File: src/rtl/klingon_display_scan_if.sv
// Bundles the digit-load inputs and scan outputs of klingon_display_scan.
// The master side feeds digits and LOAD; the slave side is the scanner.
interface klingon_display_scan_if #(
  parameter int NUM_DIGITS = 4
);
  logic [4*NUM_DIGITS-1:0] DIGITS;
  logic [NUM_DIGITS-1:0]   DIGIT_EN;
  logic                    LOAD;
  logic [3:0]              NUM;
  logic [NUM_DIGITS-1:0]   AN;
  logic                    BLANK;
  logic                    FRAME_DONE;

  modport master (
    output DIGITS, DIGIT_EN, LOAD,
    input  NUM, AN, BLANK, FRAME_DONE
  );

  modport slave (
    input  DIGITS, DIGIT_EN, LOAD,
    output NUM, AN, BLANK, FRAME_DONE
  );
endinterface

File: src/rtl/klingon_display_scan.sv
// Time-multiplexed scanner for a common-anode multi-digit 7-segment display.
// Each digit slot begins with a blanking interval so the decoder settles first.
module klingon_display_scan #(
  parameter int NUM_DIGITS   = 4,
  parameter int REFRESH_DIV  = 50000,
  parameter int BLANK_CYCLES = 1000
) (
  input logic                   CLK,
  input logic                   RST,
  klingon_display_scan_if.slave bus
);
  localparam int CNT_W = $clog2(REFRESH_DIV);
  localparam int IDX_W = $clog2(NUM_DIGITS);
  localparam int DIG_W = 4 * NUM_DIGITS;

  localparam logic [CNT_W-1:0] CNT_LAST  = CNT_W'(REFRESH_DIV - 1);
  localparam logic [CNT_W-1:0] CNT_BLANK = CNT_W'(BLANK_CYCLES);
  localparam logic [IDX_W-1:0] IDX_LAST  = IDX_W'(NUM_DIGITS - 1);

  logic [CNT_W-1:0]      cnt_p0, cnt_n;
  logic [IDX_W-1:0]      idx_p0, idx_n;
  logic [DIG_W-1:0]      shadow_dig_p0, act_dig_p0, act_dig_n;
  logic [NUM_DIGITS-1:0] shadow_en_p0, act_en_p0, act_en_n;
  logic                  pending_p0;
  logic                  wrap, boundary;
  logic [3:0]            num_n;
  logic [NUM_DIGITS-1:0] an_n;
  logic                  frame_done_n;

  // Stage p0 next-state: outputs are computed from the state the registers
  // are about to take, so every output is a flop yet tracks the counters.
  always_comb begin
    wrap     = (cnt_p0 == CNT_LAST);
    boundary = wrap && (idx_p0 == IDX_LAST);
    cnt_n    = wrap ? '0 : cnt_p0 + CNT_W'(1);
    idx_n    = idx_p0;
    if (wrap) begin
      idx_n = (idx_p0 == IDX_LAST) ? '0 : idx_p0 + IDX_W'(1);
    end

    // A LOAD landing exactly on the frame boundary bypasses the shadow copy.
    act_dig_n = act_dig_p0;
    act_en_n  = act_en_p0;
    if (boundary) begin
      if (bus.LOAD) begin
        act_dig_n = bus.DIGITS;
        act_en_n  = bus.DIGIT_EN;
      end else if (pending_p0) begin
        act_dig_n = shadow_dig_p0;
        act_en_n  = shadow_en_p0;
      end
    end

    num_n = '0;
    an_n  = '1;
    for (int i = 0; i < NUM_DIGITS; i++) begin
      if (idx_n == IDX_W'(i)) begin
        num_n = act_dig_n[4*i +: 4];
        if ((cnt_n >= CNT_BLANK) && act_en_n[i]) an_n[i] = 1'b0;
      end
    end
    frame_done_n = (idx_n == IDX_LAST) && (cnt_n == CNT_LAST);
  end

  // Stage p1: registered state and outputs.
  always_ff @(posedge CLK) begin
    if (RST) begin
      cnt_p0         <= '0;
      idx_p0         <= '0;
      shadow_dig_p0  <= '0;
      shadow_en_p0   <= '0;
      act_dig_p0     <= '0;
      act_en_p0      <= '0;
      pending_p0     <= 1'b0;
      bus.NUM        <= '0;
      bus.AN         <= '1;
      bus.BLANK      <= 1'b1;
      bus.FRAME_DONE <= 1'b0;
    end else begin
      cnt_p0     <= cnt_n;
      idx_p0     <= idx_n;
      act_dig_p0 <= act_dig_n;
      act_en_p0  <= act_en_n;
      if (bus.LOAD) begin
        shadow_dig_p0 <= bus.DIGITS;
        shadow_en_p0  <= bus.DIGIT_EN;
      end
      pending_p0     <= boundary ? 1'b0 : (pending_p0 | bus.LOAD);
      bus.NUM        <= num_n;
      bus.AN         <= an_n;
      bus.BLANK      <= &an_n;
      bus.FRAME_DONE <= frame_done_n;
    end
  end
endmodule

File: src/flat_wrapper.sv
// flat-port wrapper written by rule: the top's interface ports become plain ports
module klingon_display_scan_flat 
#(
  parameter int NUM_DIGITS   = 4,
  parameter int REFRESH_DIV  = 50000,
  parameter int BLANK_CYCLES = 1000
)
  (CLK, RST, bus_DIGITS, bus_DIGIT_EN, bus_LOAD, bus_NUM, bus_AN, bus_BLANK, bus_FRAME_DONE);
  klingon_display_scan_if #(.NUM_DIGITS(NUM_DIGITS)) bus_i ();
  input logic CLK;
  input logic RST;
  input wire logic [$bits(bus_i.DIGITS)-1:0] bus_DIGITS;
  input wire logic [$bits(bus_i.DIGIT_EN)-1:0] bus_DIGIT_EN;
  input wire logic [$bits(bus_i.LOAD)-1:0] bus_LOAD;
  output wire logic [$bits(bus_i.NUM)-1:0] bus_NUM;
  output wire logic [$bits(bus_i.AN)-1:0] bus_AN;
  output wire logic [$bits(bus_i.BLANK)-1:0] bus_BLANK;
  output wire logic [$bits(bus_i.FRAME_DONE)-1:0] bus_FRAME_DONE;
  assign bus_i.DIGITS = bus_DIGITS;
  assign bus_i.DIGIT_EN = bus_DIGIT_EN;
  assign bus_i.LOAD = bus_LOAD;
  assign bus_NUM = bus_i.NUM;
  assign bus_AN = bus_i.AN;
  assign bus_BLANK = bus_i.BLANK;
  assign bus_FRAME_DONE = bus_i.FRAME_DONE;
  klingon_display_scan #(.NUM_DIGITS(NUM_DIGITS), .REFRESH_DIV(REFRESH_DIV), .BLANK_CYCLES(BLANK_CYCLES)) u_core (.CLK(CLK), .RST(RST), .bus(bus_i));
endmodule
File: config.mk
export PLATFORM = sky130hd
export DESIGN_NAME = klingon_display_scan_flat
export DESIGN_NICKNAME = d
export VERILOG_FILES = /design/src/rtl/klingon_display_scan_if.sv /design/src/rtl/klingon_display_scan.sv /design/src/flat_wrapper.sv
export SDC_FILE = /design/constraint.sdc
export NUM_CORES = 1
export LEC_CHECK = 0
export CELL_PAD_IN_SITES_DETAIL_PLACEMENT = 1
export CELL_PAD_IN_SITES_GLOBAL_PLACEMENT = 1
export CORE_MARGIN = 5
export CORE_UTILIZATION = 45
export CTS_BUF_LIST = sky130_fd_sc_hd__clkbuf_2
export DETAILED_ROUTE_END_ITERATION = 16
export PLACE_DENSITY_LB_ADDON = 0.2
export REMOVE_ABC_BUFFERS = 1
export SLEW_MARGIN = 20
export SYNTH_ARGS = -nofsm -noshare
export SYNTH_HDL_FRONTEND = slang
export SYNTH_SLANG_ARGS = --single-unit
File: constraint.sdc
create_clock -name CLK -period 3 [get_ports CLK]
set_clock_uncertainty 0.05 [all_clocks]
set_input_delay 0.6 -clock CLK [delete_from_list [all_inputs] [get_ports CLK]]
set_output_delay 0.6 -clock CLK [all_outputs]
set_load 0.005 [all_outputs]
==> impl_metrics.json <==
{
  "fin_crit_ps": 2830,
  "synthTopCellsByArea": "dfxtp_1 43%, mux2i_1 9.1%, nor2_1 7.3%, a21oi_1 3.0%, nand3_1 2.7%",
  "die_h_um": 94.2,
  "grt_pass1_wl_mm": 14.0,
  "syn_area_um2": 3190,
  "placementRows": 30,
  "grt_pass1_vias": 2834,
  "place.gp.congestion": 0.790,
  "finalSetupViolCount": 0,
  "core-area_um2": 6830,
  "crit_start": "u_core.cnt_p0[4]",
  "startpoint_type": "register",
  "powerDensity_nw_per_um2": 406,
  "drt-total-wl_mm": 8.58,
  "cp-end-kind": "register",
  "fin_crit_sh_pct": 94.2,
  "synth_top_flop_cell": "dfxtp_1",
  "drc": 0,
  "grt_overflow": 0,
  "numCtsBuffers": 9,
  "cpMaxStageDelayCell": "or4_4",
  "cp.required_ps": 3330,
  "p_total_uw": 1520,
  "peakVddDrop_mv": 0.181,
  "finalNetCount": 418,
  "dr.first_iter.drc_count": 103,
  "synthArstFlopShare_pct": 0,
  "reg2reg_from": "u_core.cnt_p0[4]",
  "ys_warn_count": 0,
  "die_w_um": 94.2,
  "cts_tree": "yes",
  "timing.hold.ws_ps": 440,
  "avgSynthCellArea_um2": 9.09,
  "yosys-top-cells-count": "69 x dfxtp_1, 62 x nor2_1, 29 x mux2i_1",
  "cp.arrival_ps": 3160,
  "drtPass1Iterations": 4,
  "placement.io_buffers": 32,
  "h-tree-depth": 3,
  "drv_cap": 0,
  "initial_core_util_pct": 46.7,
  "viasPerCell": 5.69,
  "max_freq_ghz": 0.354,
  "clkSlewWorstSetupHoldPaths_ps": 190,
  "crit_type": "reg2reg",
  "cts_sinks": 69,
  "power_leakage_uw": 0.00142,
  "max_stage_delay_ps": 570,
  "hold_path.class": "in2reg",
  "max_slew.worst_pin.slew_ps": 515,
  "layout-drive-gt1-share_pct": 12.1,
  "slew_violations": 0,
  "diodes": 0,
  "ys_types": 53,
  "clk_latency_ps": 510,
  "rsz0062_at_grt": "no",
  "status": "finished clean",
  "cts_hold_buf": 0,
  "boundaryPins": 33,
  "dp_hpwl_mm": 6.36,
  "vias": 2804,
  "clk_path_buf_depth": 2,
  "finalHoldViolCount": 0,
  "detail-route-antenna-nets": 0,
  "ys_ff_latch": 69,
  "yosysMostFrequentCell": "dfxtp_1",
  "cts_root_buffer": "clkbuf_2",
  "cts_resized": 0,
  "ys_seq_area_share_pct": 43.3,
  "fill_cells": 816,
  "grt_start_max_net_pins": 40,
  "slew_headroom_pct": 65.0,
  "tns_ps": 0,
  "die_area_um2": 8870,
  "synth_edf_count": 0,
  "cp_max_fo": 8,
  "cts_setup_buffers": 0,
  "path_cells": "or4b_4, or4_4, mux2i_2, nor2_1, a2111oi_1",
  "wl_per_cell_um": 17.4,
  "grtUsageTotal_pct": 20.4,
  "syn_to_final_growth_pct": 17.6,
  "hold_start": "bus_LOAD",
  "synthCells": 351,
  "antenna_found_initial": 0,
  "yosysTopAreaCellShare_pct": 43.3,
  "yosys.area.top_type": "dfxtp_1"
}
worst paths after layout:
kind | cells past startpoint | slack [ps] | to
max | 5 | 170 | u_core.bus.NUM[0]
min | 3 | 440 | u_core.act_en_p0[3]
max reg2reg | 5 | 170 | u_core.bus.NUM[0]
min reg2reg | 2 | 440 | u_core.act_en_p0[0]
kinds of logic (layout without fill, tap and decap cells):
logic type | Yosys count | after routing | synth area share (%)
AOI/OAI and AO/OA | 62 | 62 | 14.3
and+or+nand+nor | 143 | 143 | 22.5
muxes | 33 | 33 | 10.7
xor gates and xnor gates | 15 | 15 | 4.12
buffers and inverters | 26 | 72 | 3.88
adders and majority gates | 3 | 3 | 1.18
DFF | 69 | 69 | 43.3
through the flow:
| stage | setup WS (ps) | std cells | instance area (µm²) | utilization (%) |
|---|---|---|---|---|
| after floorplan | 304 | 331 | 3090 | - |
| after global placement | 257 | 477 | 3670 | 53.7 |
| after detailed placement | 169 | 477 | 3670 | 53.7 |
| after CTS | 142 | 493 | 3750 | 54.9 |
| after global routing | 3.49 | 493 | 3750 | 54.9 |
| final | 174 | 493 | 3750 | 54.9 |
routing by layer:
metal  GRT usage (%)  wire [µm]
met5               0          0
met4            8.54        168
met3            4.01        291
met2            36.0       4400
met1            23.9       3720
flip-flops by register name (all words and copies together) (netlist names):
signal                 count
u_core.shadow_dig_p0      16
u_core.cnt_p0             16
u_core.idx_p0              2
u_core.bus.BLANK           1
u_core.bus.NUM             4
u_core.bus.FRAME_DONE      1
u_core.act_dig_p0         16
u_core.act_en_p0           4
u_core.bus.AN              4
u_core.shadow_en_p0        4
u_core.pending_p0          1
layout by cell type, fill, tap and decap left out, drive strengths merged, types with 4 or more instances in the layout:
cell type,count
dfxtp,69
nor2,62
clkdlybuf4s50,30
mux2i,30
a21oi,20
buf,20
nand3,17
nand2,15
nor3,11
clkbuf,11
xnor2,8
and3,8
a22oi,8
xor2,7
a32oi,7
inv,6
nand4,6
a211oi,5
nor4,5
nor2b,4
a21o,4
nand3b,4
area by class of cell:
| type | instances | area [µm²] | area share (%) |
|---|---|---|---|
| clock inverter | 5 | 27.5 | 0.734 |
| timing repair buffer | 50 | 458 | 12.2 |
| clock buffer | 11 | 55.1 | 1.47 |
| tap | 96 | 120 | 3.20 |
| multi-input combinational | 256 | 1690 | 45.0 |
| inverter | 6 | 22.5 | 0.600 |
| sequential | 69 | 1380 | 36.8 |
report_power, final:
group | internal [µW] | total (µW) | switching [µW]
Clock | 109 | 443 | 335
Sequential | 938 | 950 | 12.3
Combinational | 63.1 | 130 | 66.8
Total | 1110 | 1520 | 414
worst max-delay path: cells and delay by family, from the launching register on:
| family | cells | cell delay, ps |
|---|---|---|
| and+or+nand+nor | 3 | 1350 |
| muxes | 1 | 480 |
| AOI/OAI and AO/OA | 1 | 460 |
| DFF | 1 | 360 |
No activity file was read; power rests on OpenSTA's default activity.
